File: src/rtl/noc_pkg.sv
// Shared router definitions: port indices, address layout and the
// dimension-ordered (X then Y) route computation for mesh and torus networks.
package noc_pkg;

  localparam int NOC_PORTS  = 5;
  localparam int NOC_X_BITS = 3;
  localparam int NOC_Y_BITS = 2;

  typedef enum logic [2:0] {
    PORT_LOCAL = 3'd0,
    PORT_LEFT  = 3'd1,
    PORT_RIGHT = 3'd2,
    PORT_UP    = 3'd3,
    PORT_DOWN  = 3'd4
  } port_e;

  typedef struct packed {
    logic [NOC_X_BITS-1:0] x;
    logic [NOC_Y_BITS-1:0] y;
  } noc_addr_t;

  // torus=1 picks the shorter wrap-around direction per axis (ties go +x/+y);
  // torus=0 is a plain mesh where wrap links never exist.
  function automatic port_e noc_route(input bit torus,
                                      input int dx, input int dy,
                                      input int lx, input int ly,
                                      input int cols, input int rows);
    int    fwd;
    port_e dir;
    fwd = 0;
    dir = PORT_LOCAL;
    if (dx != lx) begin
      if (torus) begin
        fwd = (dx >= lx) ? (dx - lx) : (dx + cols - lx);
        dir = (fwd <= cols - fwd) ? PORT_RIGHT : PORT_LEFT;
      end else begin
        dir = (dx > lx) ? PORT_RIGHT : PORT_LEFT;
      end
    end else if (dy != ly) begin
      if (torus) begin
        fwd = (dy >= ly) ? (dy - ly) : (dy + rows - ly);
        dir = (fwd <= rows - fwd) ? PORT_UP : PORT_DOWN;
      end else begin
        dir = (dy > ly) ? PORT_UP : PORT_DOWN;
      end
    end
    return dir;
  endfunction

endpackage

File: src/rtl/noc_router_sync_if.sv
// Five-port valid/ready packet bundle between a router and its neighbours.
interface noc_router_sync_if
  import noc_pkg::*;
#(
  parameter int WIDTH_PACKAGE = 33
);
  logic [NOC_PORTS-1:0]                    in_valid;
  logic [NOC_PORTS-1:0]                    in_ready;
  logic [NOC_PORTS-1:0][WIDTH_PACKAGE-1:0] in_data;
  logic [NOC_PORTS-1:0]                    out_valid;
  logic [NOC_PORTS-1:0]                    out_ready;
  logic [NOC_PORTS-1:0][WIDTH_PACKAGE-1:0] out_data;

  modport master (
    output in_valid, in_data, out_ready,
    input  in_ready, out_valid, out_data
  );

  modport slave (
    input  in_valid, in_data, out_ready,
    output in_ready, out_valid, out_data
  );
endinterface

File: src/rtl/noc_fifo.sv
// Per-port input FIFO; head entry is visible combinationally so a packet
// written at one edge can be granted at the next.
module noc_fifo #(
  parameter int WIDTH = 33,
  parameter int DEPTH = 4
) (
  input  logic             clk,
  input  logic             rst_n,
  input  logic             push_i,
  input  logic [WIDTH-1:0] data_i,
  input  logic             pop_i,
  output logic [WIDTH-1:0] data_o,
  output logic             empty_o,
  output logic             full_o
);
  localparam int PW = $clog2(DEPTH);

  logic [WIDTH-1:0] mem_q [DEPTH];
  logic [PW:0]      wr_q, wr_d;
  logic [PW:0]      rd_q, rd_d;

  always_comb begin
    wr_d = wr_q;
    rd_d = rd_q;
    if (push_i) wr_d = wr_q + 1'b1;
    if (pop_i)  rd_d = rd_q + 1'b1;
  end

  always_ff @(posedge clk or negedge rst_n) begin
    if (!rst_n) begin
      wr_q <= '0;
      rd_q <= '0;
    end else begin
      wr_q <= wr_d;
      rd_q <= rd_d;
    end
  end

  // Storage is not reset: emptiness is decided by the pointers alone.
  always_ff @(posedge clk) begin
    if (push_i) mem_q[wr_q[PW-1:0]] <= data_i;
  end

  assign data_o  = mem_q[rd_q[PW-1:0]];
  assign empty_o = (wr_q == rd_q);
  assign full_o  = (wr_q[PW] != rd_q[PW]) && (wr_q[PW-1:0] == rd_q[PW-1:0]);

endmodule

File: src/rtl/noc_router_sync.sv
// Five-port XY router: input FIFOs, per-output round-robin arbiter and one
// output register stage. Define NOC_TORUS_EN to route over wrap-around links.
module noc_router_sync
  import noc_pkg::*;
#(
  parameter int                         WIDTH_PACKAGE = 33,
  parameter int                         X_BITS        = 3,
  parameter int                         Y_BITS        = 2,
  parameter int                         COLS          = 5,
  parameter int                         ROWS          = 3,
  parameter logic [X_BITS+Y_BITS-1:0]   ROUTER_LOC    = 5'b000_00,
  parameter int                         FIFO_DEPTH    = 4
) (
  input  logic               clk,
  input  logic               rst_n,
  noc_router_sync_if.slave   bus
);
  localparam int AW = X_BITS + Y_BITS;
`ifdef NOC_TORUS_EN
  localparam bit TORUS = 1'b1;
`else
  localparam bit TORUS = 1'b0;
`endif

  logic [WIDTH_PACKAGE-1:0] head [NOC_PORTS];
  logic [NOC_PORTS-1:0]     fifo_empty;
  logic [NOC_PORTS-1:0]     fifo_full;
  logic [NOC_PORTS-1:0]     fifo_pop;
  port_e                    dir [NOC_PORTS];
  logic [NOC_PORTS-1:0]     gnt_mat [NOC_PORTS];

  for (genvar gi = 0; gi < NOC_PORTS; gi++) begin : g_in
    logic pop;

    noc_fifo #(
      .WIDTH (WIDTH_PACKAGE),
      .DEPTH (FIFO_DEPTH)
    ) u_fifo (
      .clk     (clk),
      .rst_n   (rst_n),
      .push_i  (bus.in_valid[gi] & bus.in_ready[gi]),
      .data_i  (bus.in_data[gi]),
      .pop_i   (fifo_pop[gi]),
      .data_o  (head[gi]),
      .empty_o (fifo_empty[gi]),
      .full_o  (fifo_full[gi])
    );

    // Held low during reset so nothing is offered as accepted mid-reset.
    assign bus.in_ready[gi] = ~fifo_full[gi] & rst_n;

    assign dir[gi] = noc_route(TORUS,
                               int'(head[gi][WIDTH_PACKAGE-1 -: X_BITS]),
                               int'(head[gi][WIDTH_PACKAGE-X_BITS-1 -: Y_BITS]),
                               int'(ROUTER_LOC[AW-1 -: X_BITS]),
                               int'(ROUTER_LOC[Y_BITS-1:0]),
                               COLS, ROWS);

    // Each head routes to exactly one output, so at most one grant arrives here.
    always_comb begin
      pop = 1'b0;
      for (int o = 0; o < NOC_PORTS; o++) pop = pop | gnt_mat[o][gi];
    end
    assign fifo_pop[gi] = pop;
  end

  for (genvar go = 0; go < NOC_PORTS; go++) begin : g_out
    logic [NOC_PORTS-1:0]     req;
    logic [NOC_PORTS-1:0]     gnt_vec;
    logic [2:0]               gnt_idx;
    logic                     gnt_any;
    logic                     can_load;
    logic [3:0]               sum;
    logic [2:0]               ptr_q, ptr_d;
    logic                     vld_q, vld_d;
    logic [WIDTH_PACKAGE-1:0] data_q, data_d;

    for (genvar gr = 0; gr < NOC_PORTS; gr++) begin : g_req
      assign req[gr] = ~fifo_empty[gr] & (dir[gr] == port_e'(go));
    end

    always_comb begin
      gnt_any  = 1'b0;
      gnt_idx  = '0;
      gnt_vec  = '0;
      sum      = '0;
      can_load = ~vld_q | bus.out_ready[go];
      // Scan starting at the pointer; the first requester found wins.
      for (int k = 0; k < NOC_PORTS; k++) begin
        sum = {1'b0, ptr_q} + 4'(k);
        if (sum >= 4'(NOC_PORTS)) sum = sum - 4'(NOC_PORTS);
        if (can_load && !gnt_any && req[sum[2:0]]) begin
          gnt_any = 1'b1;
          gnt_idx = sum[2:0];
        end
      end
      if (gnt_any) gnt_vec[gnt_idx] = 1'b1;

      ptr_d  = ptr_q;
      vld_d  = vld_q;
      data_d = data_q;
      if (gnt_any) begin
        ptr_d  = (gnt_idx == 3'(NOC_PORTS - 1)) ? 3'd0 : gnt_idx + 3'd1;
        vld_d  = 1'b1;
        data_d = head[gnt_idx];
      end else if (bus.out_ready[go]) begin
        vld_d  = 1'b0;
      end
    end

    always_ff @(posedge clk or negedge rst_n) begin
      if (!rst_n) begin
        ptr_q  <= '0;
        vld_q  <= 1'b0;
        data_q <= '0;
      end else begin
        ptr_q  <= ptr_d;
        vld_q  <= vld_d;
        data_q <= data_d;
      end
    end

    assign gnt_mat[go]       = gnt_vec;
    assign bus.out_valid[go] = vld_q;
    assign bus.out_data[go]  = data_q;
  end

endmodule

File: src/flat_wrapper.sv
// flat-port wrapper written by rule: the top's interface ports become plain ports
module noc_router_sync_flat import noc_pkg::*;
#(
  parameter int                         WIDTH_PACKAGE = 33,
  parameter int                         X_BITS        = 3,
  parameter int                         Y_BITS        = 2,
  parameter int                         COLS          = 5,
  parameter int                         ROWS          = 3,
  parameter logic [X_BITS+Y_BITS-1:0]   ROUTER_LOC    = 5'b000_00,
  parameter int                         FIFO_DEPTH    = 4
)
  (clk, rst_n, bus_in_valid, bus_in_data, bus_out_ready, bus_in_ready, bus_out_valid, bus_out_data);
  noc_router_sync_if #(.WIDTH_PACKAGE(WIDTH_PACKAGE)) bus_i ();
  input  logic clk;
  input  logic rst_n;
  input wire logic [$bits(bus_i.in_valid)-1:0] bus_in_valid;
  input wire logic [$bits(bus_i.in_data)-1:0] bus_in_data;
  input wire logic [$bits(bus_i.out_ready)-1:0] bus_out_ready;
  output wire logic [$bits(bus_i.in_ready)-1:0] bus_in_ready;
  output wire logic [$bits(bus_i.out_valid)-1:0] bus_out_valid;
  output wire logic [$bits(bus_i.out_data)-1:0] bus_out_data;
  assign bus_i.in_valid = bus_in_valid;
  assign bus_i.in_data = bus_in_data;
  assign bus_i.out_ready = bus_out_ready;
  assign bus_in_ready = bus_i.in_ready;
  assign bus_out_valid = bus_i.out_valid;
  assign bus_out_data = bus_i.out_data;
  noc_router_sync #(.WIDTH_PACKAGE(WIDTH_PACKAGE), .X_BITS(X_BITS), .Y_BITS(Y_BITS), .COLS(COLS), .ROWS(ROWS), .ROUTER_LOC(ROUTER_LOC), .FIFO_DEPTH(FIFO_DEPTH)) u_core (.clk(clk), .rst_n(rst_n), .bus(bus_i));
endmodule
File: config.mk
export PLATFORM = sky130hd
export DESIGN_NAME = noc_router_sync_flat
export DESIGN_NICKNAME = d
export VERILOG_FILES = /design/src/rtl/noc_pkg.sv /design/src/rtl/noc_router_sync_if.sv /design/src/rtl/noc_fifo.sv /design/src/rtl/noc_router_sync.sv /design/src/flat_wrapper.sv
export SDC_FILE = /design/constraint.sdc
export NUM_CORES = 1
export LEC_CHECK = 0
export CAP_MARGIN = 30
export CORE_MARGIN = 5
export CORE_UTILIZATION = 46
export DETAILED_ROUTE_END_ITERATION = 8
export DONT_BUFFER_PORTS = 1
export PLACE_DENSITY_LB_ADDON = 0.12
export REMOVE_ABC_BUFFERS = 1
export SETUP_SLACK_MARGIN = 0.02
export SKIP_CTS_REPAIR_TIMING = 1
export SYNTH_ARGS = -nofsm -noshare
export SYNTH_HDL_FRONTEND = slang
export SYNTH_SLANG_ARGS = --single-unit
File: constraint.sdc
create_clock -name clk -period 5.35 [get_ports clk]
set_input_delay 0.8025 -clock clk [delete_from_list [all_inputs] [get_ports clk]]
set_output_delay 0.8025 -clock clk [all_outputs]
set_load 0.01 [all_outputs]
==> qor.yml <==
routing:
  via_per_inst: 6.142
  dr.pass1.iters: 9
  routed_wl_um: 111900
  num_vias: 21738
  drtIter0Drc: 1957
  route.detailed.drc: 0
  wire_per_inst_um: 31.61
  final_antenna_net_count: 0
synthesis:
  synth_edf_count: 660
  syn_area_per_cell_um2: 15.74
  yosysSeqAreaShare_pct: 64.59
  synth.distinct_cells: 95
  async_reset_ff_share_pct: 20.96
  ys_seq_elements: 835
  yosys_warnings: 0
  synthFlopType: "edfxtp_1"
  netlist_instances: 2380
  synth.cell_area_um2: 37460
global_routing:
  grtUsageTotal_pct: 25.19
  grt_max_degree: 181
  grt.overflow.total: 0
  grt_pass1_vias: 22267
  antenna_found_initial: 4
  grt_pass1_wl_um: 159200
finish:
  fin_nets: 2636
  syn2layout_area_growth_pct: 12.20
  fill_cells: 6557
  postLayoutCoreUtil_pct: 52.10
  final_cell_mix: "660 x edfxtp_1, 168 x dfrtp_1, 165 x mux4_2, 95 x nand2_1, 94 x nor2_1"
  drive_above_1_share_pct: 22.03
  final_common_cell: "edfxtp_1"
floorplan:
  die_x_um: 295.4
  dieArea_um2: 87250
  core_um2: 80680
  design.portCount: 352
  initial_core_util_pct: 46.44
  rows: 104
  die_h_um: 295.4
setup_path:
  crit_path_end_kind: "flip-flop"
  r2r-start: "u_core.g_in[2].u_fifo.rd_q[0]$_DFFE_PN0P_"
  path_class: "reg2reg"
  cp_max_fo: 13
  arrival_ps: 5510
  startpoint_type: "flip-flop"
  startpoint: "u_core.g_in[2].u_fifo.rd_q[0]$_DFFE_PN0P_"
  required_ps: 5860
timing:
  finClkSkew_ps: 34.38
  fmax_ghz: 0.1998
  final-setup-viol-count: 0
  slew_violations: 0
  slew_headroom_pct: 16.72
  hold_viol: 0
  rsz0062_at_grt: "no"
  worst_slew_pin_slew_ps: 1249
  finalCritPeriodShare_pct: 93.55
  period_minus_slack_ps: 5005
placed_design:
  place_congestion: 0.9016
  dpl.hpwl_um: 79720
  port_buffers: 0
clock_network:
  cts_tree: "done"
  insertion_delay_ps: 650
  numCtsBuffers: 90
  cts_htree_levels: 3
  clkTransAtPathRegs_ps: 70
  cts_buffer_depth: 3
  cts_root_buffer: "clkbuf_16"
  cts.sinks: 835
flow_run:
  maxCapViolCount: 0
run_status:
  status: "finished, final reports clean"
hold_path:
  min_path_type: "in2async"
## sequential cells by signal (all words and copies together), names as in the netlist
register                  flops
u_core.g_in.u_fifo.mem_q    660
u_core.g_in.u_fifo.rd_q      15
u_core.g_in.u_fifo.wr_q      15
u_core.g_out.data_q         132
u_core.g_out.ptr_q            9
u_core.g_out.vld_q            4
## cells by family after synthesis
family | share of synthesized area, %
flops | 64.59
simple gates | 5.878
mux | 14.45
compound gates | 8.733
buf+inv | 3.199
xor+xnor | 1.146
fa+ha+maj | 1.997
other cells | 0.01001
## synth_stat cells, types with 24 or more instances
| cell type | instances | share of area, % |
|---|---|---|
| ha_1 | 55 | 1.8 |
| and3_1 | 29 | 0.48 |
| nand2_1 | 96 | 0.96 |
| clkbuf_1 | 127 | 1.3 |
| buf_4 | 42 | 0.84 |
| a22o_1 | 31 | 0.72 |
| inv_1 | 39 | 0.39 |
| xnor2_1 | 25 | 0.58 |
| a21oi_1 | 54 | 0.72 |
| buf_2 | 25 | 0.33 |
| nor2_1 | 95 | 0.95 |
| a31oi_1 | 45 | 0.75 |
| mux2_2 | 74 | 2.2 |
| edfxtp_1 | 660 | 53 |
| nor3_1 | 37 | 0.49 |
| mux4_2 | 165 | 9.9 |
| o211ai_1 | 41 | 0.82 |
| o21ai_0 | 50 | 0.67 |
| mux2i_1 | 78 | 2.1 |
| dfrtp_1 | 175 | 12 |
| o22a_1 | 49 | 1.1 |
| xor2_1 | 24 | 0.56 |
## per-stage QoR
stage          TNS, ps  setup WS, ps  hold slack [ps]  cell area [µm²]  cells
2_1_floorplan   -91560         -1361            416.0            36560   2204
3_3_place_gp         0         307.5            436.3            38810   3361
3_5_place_dp         0         301.6            432.6            38930   3367
4_1_cts              0         242.8           -164.0            41970   3532
5_1_grt              0         39.04            197.7            42020   3534
6_report             0         345.0            47.66            42040   3539
## area by class of cell
cell class	instances	area, µm²	share of cell area (%)
diodes	5	12.51	0.02977
clock buffers	114	2404	5.718
multi-input cells	1323	12310	29.28
well taps	1060	1326	3.155
inverters	46	175.2	0.4167
clock inverters	51	633.1	1.506
repair buffers	105	969.7	2.307
flip-flops and latches	835	24210	57.59
## critical path, cell delays in order, from the launching register on
cell and delay (ps):
dfrtp_2 550, mux4_2 610, or3_1 510, or3_1 560, or2_2 360, a2111oi_0 550, a22o_1 200, a41oi_1 70
o31a_1 260, buf_12 190, nor2_2 260, inv_1 110, ha_1 230, a221oi_1 380
## final timing paths
check | to | slack (ps) | depth (start not counted)
worst max-delay path | u_core.g_out[3].ptr_q[0]$_DFFE_PN0P_ | 350 | 13
worst min-delay path | u_core.g_out[1].data_q[3]$_DFFE_PN0P_ | 50 | 1
worst max register to register | u_core.g_out[3].ptr_q[0]$_DFFE_PN0P_ | 350 | 13
worst min register to register | u_core.g_out[1].data_q[5]$_DFFE_PN0P_ | 440 | 0
max in group asynchronous | u_core.g_in[0].u_fifo.rd_q[0]$_DFFE_PN0P_ | 4160 | 1
min in group clk | u_core.g_out[1].vld_q$_DFFE_PN0P_ | 210 | 1
## layer usage
metal | global-route usage [%] | part of all wire, % | vias to the layer above
met5 | 0 | 0 | -
met4 | 8.829 | 3.6 | 0
met3 | 8.331 | 9.5 | 165
met2 | 42.23 | 50 | 823
met1 | 30.92 | 37 | 11336
li1 | - | - | 9414
Power is left out: the tool's default activity adds up to more than one toggle a clock period on the data nets, which glitch-free logic cannot reach.
